`src/rtl/operand_fetch_unit.sv`:
```
// Operand fetch / 6502 effective-address sequencer feeding the ALU.
// Reads operand, pointer and data bytes over a single-outstanding byte read port.
package operand_fetch_pkg;
  typedef enum logic [3:0] {
    ALU_BYPASS_A = 4'd0,
    ALU_ADD      = 4'd1,
    ALU_SUB      = 4'd2,
    ALU_AND      = 4'd3,
    ALU_OR       = 4'd4,
    ALU_XOR      = 4'd5,
    ALU_CMP      = 4'd6,
    ALU_BYPASS_B = 4'd7
  } alu_op_t;
endpackage

module operand_fetch_unit
  import operand_fetch_pkg::*;
#(
  parameter int unsigned TIMEOUT_CYCLES  = 255,
  parameter int unsigned EMULATE_JMP_BUG = 1
) (
  input  logic        clk_i,
  input  logic        rstn_i,
  input  logic        start_i,
  output logic        ready_o,
  input  logic [3:0]  addr_mode_i,
  input  logic        need_data_i,
  input  logic [15:0] pc_i,
  input  logic [7:0]  idx_x_i,
  input  logic [7:0]  idx_y_i,
  input  logic [15:0] reg_val_i,
  input  alu_op_t     alu_op_i,
  output logic        mem_req_o,
  output logic [15:0] mem_addr_o,
  input  logic [7:0]  mem_rdata_i,
  input  logic        mem_rvalid_i,
  output logic        out_valid_o,
  input  logic        out_ready_i,
  output logic [15:0] op_a_o,
  output logic [15:0] op_b_o,
  output alu_op_t     alu_op_o,
  output logic [15:0] ea_o,
  output logic [1:0]  len_o,
  output logic        err_o
);

  typedef enum logic [2:0] {
    S_IDLE   = 3'd0,
    S_OP_LO  = 3'd1,
    S_OP_HI  = 3'd2,
    S_PTR_LO = 3'd3,
    S_PTR_HI = 3'd4,
    S_DATA   = 3'd5,
    S_OUT    = 3'd6
  } state_e;

  localparam logic [3:0] M_IMM  = 4'd0, M_ZP   = 4'd1, M_ZPX  = 4'd2, M_ZPY = 4'd3,
                         M_ABSX = 4'd5, M_ABSY = 4'd6, M_INDX = 4'd7, M_INDY = 4'd8,
                         M_ABS  = 4'd4, M_IND  = 4'd9;
  localparam logic [15:0] WD_LAST = 16'(TIMEOUT_CYCLES - 32'd1);

  state_e      state_q, state_d;
  logic [3:0]  mode_q, mode_d;
  logic        need_q, need_d;
  logic [15:0] pc_q, pc_d, op_a_q, op_a_d, ptr_addr_q, ptr_addr_d;
  logic [7:0]  x_q, x_d, y_q, y_d, lo_q, lo_d, ptr_lo_q, ptr_lo_d;
  alu_op_t     alu_op_q, alu_op_d;
  logic [15:0] ea_q, ea_d, op_b_q, op_b_d, mem_addr_q, mem_addr_d, wd_q, wd_d;
  logic [1:0]  len_q, len_d;
  logic        err_q, err_d, mem_req_q, mem_req_d;
  logic        done_s, ea_done_s;
  logic [15:0] ea_val_s, ptr_s;

  function automatic logic [1:0] mode_len(input logic [3:0] mode);
    case (mode)
      M_IMM, M_ZP, M_ZPX, M_ZPY, M_INDX, M_INDY: mode_len = 2'd1;
      M_ABS, M_ABSX, M_ABSY, M_IND:               mode_len = 2'd2;
      default:                                    mode_len = 2'd0;
    endcase
  endfunction

  // Zero-page pointers always wrap within the page; JMP (ind) does too when the bug is emulated.
  function automatic logic [15:0] ptr_hi_addr(input logic [15:0] p, input logic is_ind);
    if (is_ind && EMULATE_JMP_BUG == 32'd0) begin
      ptr_hi_addr = p + 16'd1;
    end else begin
      ptr_hi_addr = {p[15:8], p[7:0] + 8'd1};
    end
  endfunction

  always_ff @(posedge clk_i) begin
    if (!rstn_i) begin
      state_q    <= S_IDLE;
      mode_q     <= 4'd0;
      need_q     <= 1'b0;
      pc_q       <= 16'h0000;
      x_q        <= 8'h00;
      y_q        <= 8'h00;
      op_a_q     <= 16'h0000;
      alu_op_q   <= ALU_BYPASS_A;
      lo_q       <= 8'h00;
      ptr_lo_q   <= 8'h00;
      ptr_addr_q <= 16'h0000;
      ea_q       <= 16'h0000;
      op_b_q     <= 16'h0000;
      len_q      <= 2'd0;
      err_q      <= 1'b0;
      wd_q       <= 16'h0000;
      mem_req_q  <= 1'b0;
      mem_addr_q <= 16'h0000;
    end else begin
      state_q    <= state_d;
      mode_q     <= mode_d;
      need_q     <= need_d;
      pc_q       <= pc_d;
      x_q        <= x_d;
      y_q        <= y_d;
      op_a_q     <= op_a_d;
      alu_op_q   <= alu_op_d;
      lo_q       <= lo_d;
      ptr_lo_q   <= ptr_lo_d;
      ptr_addr_q <= ptr_addr_d;
      ea_q       <= ea_d;
      op_b_q     <= op_b_d;
      len_q      <= len_d;
      err_q      <= err_d;
      wd_q       <= wd_d;
      mem_req_q  <= mem_req_d;
      mem_addr_q <= mem_addr_d;
    end
  end

  always_comb begin
    state_d    = state_q;
    mode_d     = mode_q;
    need_d     = need_q;
    pc_d       = pc_q;
    x_d        = x_q;
    y_d        = y_q;
    op_a_d     = op_a_q;
    alu_op_d   = alu_op_q;
    lo_d       = lo_q;
    ptr_lo_d   = ptr_lo_q;
    ptr_addr_d = ptr_addr_q;
    ea_d       = ea_q;
    op_b_d     = op_b_q;
    len_d      = len_q;
    err_d      = err_q;
    wd_d       = wd_q;
    done_s     = mem_req_q && mem_rvalid_i;
    ea_done_s  = 1'b0;
    ea_val_s   = 16'h0000;
    ptr_s      = {mem_rdata_i, ptr_lo_q};

    case (state_q)
      S_IDLE: begin
        if (start_i) begin
          mode_d   = addr_mode_i;
          need_d   = need_data_i;
          pc_d     = pc_i;
          x_d      = idx_x_i;
          y_d      = idx_y_i;
          op_a_d   = reg_val_i;
          alu_op_d = alu_op_i;
          len_d    = mode_len(addr_mode_i);
          if (addr_mode_i > M_IND) begin
            err_d   = 1'b1;
            state_d = S_OUT;
          end else begin
            state_d = S_OP_LO;
          end
        end else begin
          state_d = S_IDLE;
        end
      end
      S_OP_LO: begin
        if (done_s) begin
          lo_d = mem_rdata_i;
          case (mode_q)
            M_IMM: begin
              ea_d    = pc_q;
              op_b_d  = {8'h00, mem_rdata_i};
              state_d = S_OUT;
            end
            M_ZP:  begin ea_done_s = 1'b1; ea_val_s = {8'h00, mem_rdata_i}; end
            M_ZPX: begin ea_done_s = 1'b1; ea_val_s = {8'h00, mem_rdata_i + x_q}; end
            M_ZPY: begin ea_done_s = 1'b1; ea_val_s = {8'h00, mem_rdata_i + y_q}; end
            M_INDX: begin
              ptr_addr_d = {8'h00, mem_rdata_i + x_q};
              state_d    = S_PTR_LO;
            end
            M_INDY: begin
              ptr_addr_d = {8'h00, mem_rdata_i};
              state_d    = S_PTR_LO;
            end
            default: state_d = S_OP_HI;
          endcase
        end else begin
          state_d = S_OP_LO;
        end
      end
      S_OP_HI: begin
        if (done_s) begin
          case (mode_q)
            M_ABS:  begin ea_done_s = 1'b1; ea_val_s = {mem_rdata_i, lo_q}; end
            M_ABSX: begin ea_done_s = 1'b1; ea_val_s = {mem_rdata_i, lo_q} + {8'h00, x_q}; end
            M_ABSY: begin ea_done_s = 1'b1; ea_val_s = {mem_rdata_i, lo_q} + {8'h00, y_q}; end
            default: begin
              ptr_addr_d = {mem_rdata_i, lo_q};
              state_d    = S_PTR_LO;
            end
          endcase
        end else begin
          state_d = S_OP_HI;
        end
      end
      S_PTR_LO: begin
        if (done_s) begin
          ptr_lo_d = mem_rdata_i;
          state_d  = S_PTR_HI;
        end else begin
          state_d = S_PTR_LO;
        end
      end
      S_PTR_HI: begin
        if (done_s) begin
          ea_done_s = 1'b1;
          ea_val_s  = (mode_q == M_INDY) ? ptr_s + {8'h00, y_q} : ptr_s;
        end else begin
          state_d = S_PTR_HI;
        end
      end
      S_DATA: begin
        if (done_s) begin
          op_b_d  = {8'h00, mem_rdata_i};
          state_d = S_OUT;
        end else begin
          state_d = S_DATA;
        end
      end
      S_OUT: begin
        if (out_ready_i) begin
          op_a_d   = 16'h0000;
          op_b_d   = 16'h0000;
          ea_d     = 16'h0000;
          len_d    = 2'd0;
          err_d    = 1'b0;
          alu_op_d = ALU_BYPASS_A;
          state_d  = S_IDLE;
        end else begin
          state_d = S_OUT;
        end
      end
      default: state_d = S_IDLE;
    endcase

    // Once the EA is known, IND never fetches data; everything else does when asked.
    if (ea_done_s) begin
      ea_d = ea_val_s;
      if (need_q && mode_q != M_IND) begin
        state_d = S_DATA;
      end else begin
        op_b_d  = ea_val_s;
        state_d = S_OUT;
      end
    end else begin
      ea_d = ea_d;
    end

    if (TIMEOUT_CYCLES != 32'd0 && mem_req_q && !mem_rvalid_i) begin
      if (wd_q == WD_LAST) begin
        err_d   = 1'b1;
        wd_d    = 16'h0000;
        state_d = S_OUT;
      end else begin
        wd_d = wd_q + 16'd1;
      end
    end else begin
      wd_d = 16'h0000;
    end

    case (state_d)
      S_OP_LO:  mem_addr_d = pc_d;
      S_OP_HI:  mem_addr_d = pc_d + 16'd1;
      S_PTR_LO: mem_addr_d = ptr_addr_d;
      S_PTR_HI: mem_addr_d = ptr_hi_addr(ptr_addr_d, mode_d == M_IND);
      S_DATA:   mem_addr_d = ea_d;
      default:  mem_addr_d = 16'h0000;
    endcase
    mem_req_d = (state_d == S_OP_LO) || (state_d == S_OP_HI) || (state_d == S_PTR_LO) ||
                (state_d == S_PTR_HI) || (state_d == S_DATA);
  end

  always_comb begin
    ready_o     = (state_q == S_IDLE);
    out_valid_o = (state_q == S_OUT);
    mem_req_o   = mem_req_q;
    mem_addr_o  = mem_addr_q;
    op_a_o      = op_a_q;
    op_b_o      = op_b_q;
    alu_op_o    = alu_op_q;
    ea_o        = ea_q;
    len_o       = len_q;
    err_o       = err_q;
  end

endmodule

```
`config.mk`:
```
export PLATFORM = sky130hd
export DESIGN_NAME = operand_fetch_unit
export DESIGN_NICKNAME = d
export VERILOG_FILES = /design/src/rtl/operand_fetch_unit.sv
export SDC_FILE = /design/constraint.sdc
export NUM_CORES = 1
export LEC_CHECK = 0
export ABC_AREA = 1
export BUFFER_PORTS_ARGS = -buffer_cell sky130_fd_sc_hd__clkbuf_2
export CAP_MARGIN = 5
export CORE_ASPECT_RATIO = 1.1
export CORE_UTILIZATION = 45
export CTS_BUF_LIST = sky130_fd_sc_hd__clkbuf_8
export DETAILED_ROUTE_END_ITERATION = 10
export SKIP_LAST_GASP = 1
export SLEW_MARGIN = 10
export SYNTH_ARGS = -nofsm -noshare
export SYNTH_HDL_FRONTEND = slang
export SYNTH_SLANG_ARGS = --single-unit
```
`constraint.sdc`:
```
create_clock -name clk_i -period 4 [get_ports clk_i]
set_input_delay 0.2 -clock clk_i [delete_from_list [all_inputs] [get_ports clk_i]]
set_output_delay 0.2 -clock clk_i [all_outputs]
set_load 0.05 [all_outputs]
```
==> impl_metrics.ini, run 1 <==
[grt]
grt.total_usage = 0.336
grt_max_degree = 47
antenna_found_initial = 0
grt_overflow = 0
grt_pass1_wl_microns = 61400
grt_pass1_vias = 10800

[synthesis]
yosysMostFrequentCell = nand2_1
yosys.area.top_type = dfxtp_1
ys_seq_area_frac = 0.303
ys_seq_elements = 160
synth-main-ff-cell = dfxtp_1
syn_nets = 1836
async_flop_share = 0
synth_cell_type_count = 45
synth_edf_count = 0
yosysWarnings = 0
postSynthCellCount = 1725
syn_area_per_cell_sq_um = 6.12
netlist_top_cells_area = dfxtp_1 30%, nand2_1 18%, nand3_1 7.8%
netlist_area_sq_mm = 0.0106
netlist_top_cells_count = 511 x nand2_1, 218 x inv_1, 165 x nand3_1, 160 x dfxtp_1, 160 x nor2_1
synth_top_cell_area_share = 0.303

[place]
dp_hpwl_microns = 30800
gp_congestion = 0.968
post-place-ws_ps = 538
portBuffers = 143

[setup_path]
path_class = flop to flop
max_stage_delay_ps = 430
critPathCaptureType = flop
slowest_stage = dfxtp_1
cp.arrival_ps = 3900
start_kind = flop
cp_max_fo = 16
required_ps = 4350
worst_path_most_repeated_cell = nand2_1
path_cells = inv_2 > nor2_2 > nand3_1 > o21ai_0 > ha_1 > inv_1 > fa_1 > o21bai_1 > nand2_1 > nand2_1 > nand4_1 > nand3_1 > nand2_1 > nand2_1 > nand3_1 > nand2_1 > inv_1 > nor2_1 > nor2_1
crit_family = simple AND/OR/NAND/NOR gates
path_buf_inv = 3

[cells_and_area]
drive_gt1_frac = 0.131
num-nets-final = 1986
syn2layout_area_growth_pct = 16.1
n_antenna_cell = 0

[clock_tree]
cts_buffer_depth = 2
cts_tree = done
worstSkewPairLatency_ps = 490
cts_buffers = 17
htree_levels = 4
cts-root-buf = clkbuf_8
post_cts_buffers = 0
path_clk_slew_ps = 110
clock-sinks = 160

[timing]
rsz0062_at_grt = no
fin_ws_ps = 455
slew_viol_final = 0
period_share = 0.886
timing.fmax_mhz = 282
whs_ps = 23.4
setup_tns_ps = 0
min_period_ps = 3540
slew_headroom = 0.486
hold_violations = 0
finalClockSkew_ps = 23.0
worst_pin_slew_ps = 770
setup_viol = 0

[routing]
viasPerCell = 5.42
drc = 0
first_pass_iters = 6
drtAntennaViolNets = 0
post_drt_wl_per_cell_microns = 18.4
vias = 11900
initialDrtViolationCount = 998
routed_wl_microns = 40200

[worst_hold_path]
hp-class = input pin to flop

[power]
leakage_nw = 5.98
powerDensity_mw_per_mm2 = 471
vdd_drop_max_mv = 0.349

[flow_run]
cap_violations = 0

[die]
core_sq_mm = 0.0229
initial_core_util = 0.460
die_w_microns = 148
rows = 58
die_area_sq_mm = 0.0241
io_pins = 144
die_height_microns = 163

[status]
outcome = complete, no violations
worst paths after layout:
kind	endpoint	cells after the start	slack, ps	from
worst min-delay path	y_q[2]	3	20	idx_y_i[2]
worst max register to register	mem_addr_o[14]	19	460	mode_q[2]
worst min register to register	alu_op_o[2]	2	470	alu_op_o[2]
worst max-delay path	mem_addr_o[14]	19	460	mode_q[2]
cells by family (layout without fill, tap and decap cells):
family	Yosys count	after routing	synth area share
compound gates	291	291	0.150
xor+xnor	15	15	0.0124
fa+ha+maj	41	41	0.0514
buf+inv	292	455	0.107
flops	160	160	0.303
simple gates	926	926	0.376
final cells by class:
| type | count | area, sq um |
|---|---|---|
| Clock inverter | 14 | 191 |
| Tap cell | 300 | 375 |
| Multi-Input combinational cell | 1273 | 6230 |
| Sequential cell | 160 | 3200 |
| Clock buffer | 18 | 248 |
| Timing Repair Buffer | 188 | 1130 |
| Inverter | 235 | 883 |
| Fill cell | 2501 | 10700 |
per-layer routing:
layer	GRT usage	share of wire	up-vias
li1	-	-	5860
met1	0.443	0.44	5412
met2	0.551	0.46	491
met3	0.0412	0.066	90
met4	0.141	0.037	0
met5	0	0	-
flip-flops by register name, summed over array words and instances, names as in the netlist, 2 cells and up:
name and cells:
alu_op_o 4, ea_o 16, len_o 2, lo_q 8, mem_addr_o 16, mode_q 4
op_a_o 16, op_b_o 16, pc_q 16, ptr_addr_q 16, ptr_lo_q 8, state_q 3
wd_q 16, x_q 8, y_q 8
power breakdown:
group / switching (W) / total, W / internal, W
Sequential: 0.000175 / 0.00195 / 0.00178
Clock: 0.000764 / 0.00137 / 0.000609
Combinational: 0.00181 / 0.00244 / 0.000633
placed cells by master, fill, tap and decap left out, drive strengths merged:
master,count
nand4,32
a21boi,3
or2,5
o211a,2
nor3,16
ha,37
nand3,171
a221oi,1
nor3b,1
o21a,1
nor2,173
clkinvlp,1
buf,14
fa,4
nand2,523
nor4,1
a211oi,1
xor2,9
a31oi,5
a21oi,114
a21o,2
bufinv,2
o21bai,3
clkbuf,161
inv,239
a22o,1
o22ai,9
clkinv,7
dfxtp,160
xnor2,6
a32o,1
dlygate4sd3,31
nand3b,4
o21ai,134
o211ai,14
tightest hold or removal path, delay by kind of cell:
| family | cells | cell delay [ps] |
|---|---|---|
| compound gates | 2 | 190 |
| buf+inv | 1 | 80 |
through the flow:
stage	instances	instance area, sq um	power, W	utilization
floorplan	1725	10600	0.00367	-
global placement	2125	11500	0.00436	0.502
detailed placement	2125	11500	0.00436	0.502
CTS	2188	12300	0.00574	0.535
global route	2188	12300	0.00609	0.535
finish	2188	12300	0.00577	0.535
what timing repair did:
action	in CTS	in global routing
hold buffers	31	0
resized for setup	0	0
endpoints found under the hold margin	31	0
No activity file was read; power rests on OpenSTA's default activity.
==> run 2, diff against run 1 <==
--- a/config.mk
+++ b/config.mk
@@ -12,6 +12,7 @@
 export CORE_UTILIZATION = 45
 export CTS_BUF_LIST = sky130_fd_sc_hd__clkbuf_8
 export DETAILED_ROUTE_END_ITERATION = 10
+export REMOVE_ABC_BUFFERS = 1
 export SKIP_LAST_GASP = 1
 export SLEW_MARGIN = 10
 export SYNTH_ARGS = -nofsm -noshare
==> impl_metrics.ini, run 2 (synthesized netlist as in run 1, its figures left out) <==
[setup_path]
max_stage_delay_ps = 420
cp_max_fo = 16
path_cells = inv_2 > nor2_2 > nand3_1 > buf_4 > o21ai_0 > ha_1 > inv_1 > fa_1 > o21bai_1 > nand2_1 > nand2_1 > nand4_1 > nand3_1 > nand2_1 > nand2_1 > nand3_1 > nand2_1 > inv_1 > nor2_1 > nor2_1
cp.arrival_ps = 3710
path_class = flop to flop
start_kind = flop
path_buf_inv = 4
worst_path_most_repeated_cell = nand2_1
critPathCaptureType = flop
slowest_stage = dfxtp_1
crit_family = simple AND/OR/NAND/NOR gates
required_ps = 4360

[grt]
grt_use_met2 = 0.527
antenna_found_initial = 0
grt.total_usage = 0.322
grt_use_met1 = 0.426
grt_pass1_vias = 10900
top_usage_layer = met2
grt_overflow = 0
grt_max_degree = 65
grtUsageMet3 = 0.0398
grt_pass1_wl_microns = 60000

[place]
portBuffers = 143
dp_hpwl_microns = 28900
gp_congestion = 0.965

[timing]
rsz0062_at_grt = no
timing.fmax_mhz = 298
min_period_ps = 3350
period_share = 0.838
slew_headroom = 0.345
setup_viol = 0
slew_viol_final = 0
whs_ps = 14.4
hold_violations = 0
worst_pin_slew_ps = 982
finalClockSkew_ps = 15.2

[power]
sequentialPowerShare = 0.343
p_int_w = 0.00290
powerDensity_mw_per_mm2 = 460
finalPower_w = 0.00565
vdd_drop_max_mv = 0.355
leakage_nw = 5.98
clkPwrFrac = 0.228
switching_share = 0.486
pwr-share-comb = 0.430
switching_power_w = 0.00274

[cells_and_area]
nFillCells = 2438
num-nets-final = 1989
drive_gt1_frac = 0.132
syn2layout_area_growth_pct = 16.2
final_cell_mix = 511 x nand2_1, 218 x inv_1, 165 x nand3_1
multi_input_area_sq_mm = 0.00623
n_antenna_cell = 0
final_common_cell = nand2_1
ff_latch_area_sq_mm = 0.00320

[die]
die_area_sq_mm = 0.0241
rows = 58
io_pins = 144
core_sq_mm = 0.0229
die_height_microns = 163
die_w_microns = 148
initial_core_util = 0.460

[worst_hold_path]
hp-class = input pin to flop

[clock_tree]
clock-sinks = 160
worstSkewPairLatency_ps = 480
path_clk_slew_ps = 110
post_cts_buffers = 0
cts_tree = done
htree_levels = 4
cts-root-buf = clkbuf_8
cts_buffers = 17
cts_buffer_depth = 2

[routing]
post_drt_wl_per_cell_microns = 17.4
initialDrtViolationCount = 1049
routed_wl_microns = 38000
viasPerCell = 5.36
vias = 11700
drc = 0
drtAntennaViolNets = 0
first_pass_iters = 6

[status]
outcome = complete, no violations

[flow_run]
cap_violations = 0
## run 2: changes by cell type in the layout (fill, tap and decap cells not counted), moves of 2 or more
cell,before,now
clkinv_8,2,6
inv_8,5,3
bufinv_16,2,0
buf_4,14,16
## run 2: timing repair
| action | 4_1_cts | 5_1_grt |
|---|---|---|
| resized for setup | 0 | 0 |
| hold buffers | 32 | 0 |
| hold endpoints to repair | 32 | 0 |
## run 2: layer usage
metal,vias up,part of all wire
met5,-,0
met4,0,0.037
met3,96,0.062
met2,480,0.46
met1,5311,0.44
li1,5860,-
## run 2: worst paths after layout
kind	startpoint	to	cells past startpoint	slack [ps]
min	idx_y_i[6]	y_q[6]	3	10
max	mode_q[2]	mem_addr_o[14]	20	650
min reg2reg	op_a_o[10]	op_a_o[10]	2	470
max reg2reg	mode_q[2]	mem_addr_o[14]	20	650
## run 2: layout make-up
class	instances	area share
Tap cell	300	0.0306
Multi-Input combinational cell	1273	0.508
Inverter	235	0.0720
Sequential cell	160	0.261
Clock buffer	17	0.0191
Timing Repair Buffer	191	0.0942
Clock inverter	15	0.0155
## run 2: per-stage QoR
| step | worst slack, ps | utilization | TNS, ps | cell area [sq um] | std cells |
|---|---|---|---|---|---|
| floorplan | -95.1 | - | -236 | 10300 | 1668 |
| global placement | 763 | 0.503 | 0 | 11500 | 2127 |
| detailed placement | 704 | 0.503 | 0 | 11500 | 2127 |
| CTS | 692 | 0.535 | 0 | 12300 | 2191 |
| global route | 257 | 0.535 | 0 | 12300 | 2191 |
| finish | 649 | 0.535 | 0 | 12300 | 2191 |
## run 2: power by group through the flow
stage	combinational, W	sequential [W]	clock, W
CTS	0.00240	0.00194	0.00130
global placement	0.00237	0.00197	0
floorplan	0.00139	0.00220	0
global route	0.00267	0.00195	0.00137
finish	0.00243	0.00193	0.00128
detailed placement	0.00236	0.00197	0
## run 2: worst register-to-register path, cell delays in order (launching register included)
cell	delay [ps]
dfxtp_1	420
inv_2	70
nor2_2	190
nand3_1	100
buf_4	200
o21ai_0	180
ha_1	200
inv_1	60
fa_1	420
o21bai_1	270
nand2_1	80
nand2_1	250
nand4_1	130
nand3_1	110
nand2_1	60
nand2_1	90
nand3_1	150
nand2_1	90
inv_1	40
nor2_1	90
nor2_1	50
==> run 3, diff against run 2 <==
==> constraint.sdc (replaced) <==
create_clock -name clk_i -period 3.3 [get_ports clk_i]
set_input_delay 0.165 -clock clk_i [delete_from_list [all_inputs] [get_ports clk_i]]
set_output_delay 0.165 -clock clk_i [all_outputs]
set_load 0.05 [all_outputs]
==> impl_metrics.ini, run 3 (synthesized netlist as in run 1, its figures left out) <==
[setup_path]
r2r-start = mode_q[0]
critPathCaptureType = flop
start_kind = flop
path_class = flop to flop
cp_max_fo = 13
required_ps = 3730
cp.arrival_ps = 3440
crit_start = mode_q[0]

[grt]
grt_max_degree = 82
antenna_found_initial = 0
grt_overflow = 0
grt_pass1_vias = 11000
grt_pass1_wl_microns = 60000
grt.total_usage = 0.324

[routing]
first_pass_iters = 6
routed_wl_microns = 38300
post_drt_wl_per_cell_microns = 17.3
initialDrtViolationCount = 1045
drc = 0
vias = 11800
drtAntennaViolNets = 0
viasPerCell = 5.31

[cells_and_area]
final_cell_mix = 510 x nand2_1, 218 x inv_1, 165 x nand3_1
nFillCells = 2420
n_antenna_cell = 0
syn2layout_area_growth_pct = 18.6
num-nets-final = 2018
drive_gt1_frac = 0.141
final_common_cell = nand2_1

[status]
outcome = complete, no violations

[die]
io_pins = 144
die_height_microns = 163
initial_core_util = 0.460
die_w_microns = 148
rows = 58
core_sq_mm = 0.0229
die_area_sq_mm = 0.0241

[power]
vdd_drop_max_mv = 0.403
leakage_nw = 6.12
powerDensity_mw_per_mm2 = 552

[clock_tree]
path_clk_slew_ps = 110
htree_levels = 4
cts_buffers = 17
cts_buffer_depth = 2
worstSkewPairLatency_ps = 490
cts-root-buf = clkbuf_8
clock-sinks = 160
cts_tree = done

[timing]
whs_ps = 32.2
worst_pin_slew_ps = 755
period_share = 0.910
setup_viol = 0
setup_tns_ps = 0
fin_ws_ps = 296
rsz0062_at_grt = yes
hold_violations = 0
slew_viol_final = 0
timing.fmax_mhz = 333
min_period_ps = 3000
slew_headroom = 0.497
finalClockSkew_ps = 16.5

[place]
post-place-ws_ps = 258
portBuffers = 143
dp_hpwl_microns = 29400
gp_congestion = 0.950

[worst_hold_path]
hp-class = input pin to flop
worstHoldStart = idx_y_i[0]

[flow_run]
cap_violations = 0
## run 3: cell types whose count changed in the layout (fill, tap and decap cells not counted), sizes merged
cell / delta
buf: +21
inv: -1
clkinv: +2
dlygate4sd3: +8
clkinvlp: -1
## run 3: path summary, 6_finish.rpt
path | endpoint | slack (ps) | cells after the start
setup / recovery | mem_addr_o[8] | 300 | 20
hold / removal | y_q[0] | 30 | 3
setup reg to reg | mem_addr_o[8] | 300 | 20
hold reg to reg | op_a_o[9] | 470 | 2
## run 3: repair_timing
item                       4_1_cts  5_1_grt
gates resized for setup          0        6
buffers inserted                 0        0
hold buffers                    40        0
hold endpoints to repair        40        0
setup endpoints to repair        0        8
## run 3: worst max-delay path, cell delays in order, from the launching register on
cell and delay (ps):
dfxtp_1 390, inv_1 90, nand3_1 180, buf_4 210, nand2_1 50, o21ai_0 90
ha_1 200, inv_1 50, fa_1 430, o21bai_1 250, nand2_1 90, nand2_2 150
xor2_1 160, nand2_1 60, nand2_1 70, nand3_1 110, nand3_1 100, nand2_1 60
nand3_1 90, nand2_1 50, inv_1 60
## run 3: per-stage QoR
step / instance area [sq um] / power [W] / cells / util
finish: 12500 / 0.00691 / 2220 / 0.546
global route: 12500 / 0.00735 / 2220 / 0.546
CTS: 12500 / 0.00692 / 2220 / 0.546
detailed placement: 11700 / 0.00534 / 2148 / 0.510
global placement: 11700 / 0.00534 / 2148 / 0.510
floorplan: 10300 / 0.00435 / 1668 / -
## run 3: routing by layer
| layer | part of all wire | GRT usage | routed length (microns) |
|---|---|---|---|
| met2 | 0.45 | 0.526 | 17300 |
| met3 | 0.067 | 0.0415 | 2550 |
| met1 | 0.44 | 0.427 | 16900 |
| met4 | 0.038 | 0.148 | 1460 |
| met5 | 0 | 0 | 0 |
## run 3: report_power, final
| part | internal [W] | switching [W] |
|---|---|---|
| clock | 0.000585 | 0.000955 |
| combinational | 0.000836 | 0.00219 |
| sequential | 0.00216 | 0.000194 |
## run 3: layout make-up
| class | instances | area [sq um] | share of cell area |
|---|---|---|---|
| Inverter | 235 | 883 | 0.0706 |
| Clock buffer | 17 | 234 | 0.0187 |
| Sequential cell | 160 | 3200 | 0.256 |
| Clock inverter | 15 | 189 | 0.0151 |
| Multi-Input combinational cell | 1273 | 6230 | 0.498 |
| Tap cell | 300 | 375 | 0.0300 |
| Timing Repair Buffer | 220 | 1410 | 0.112 |
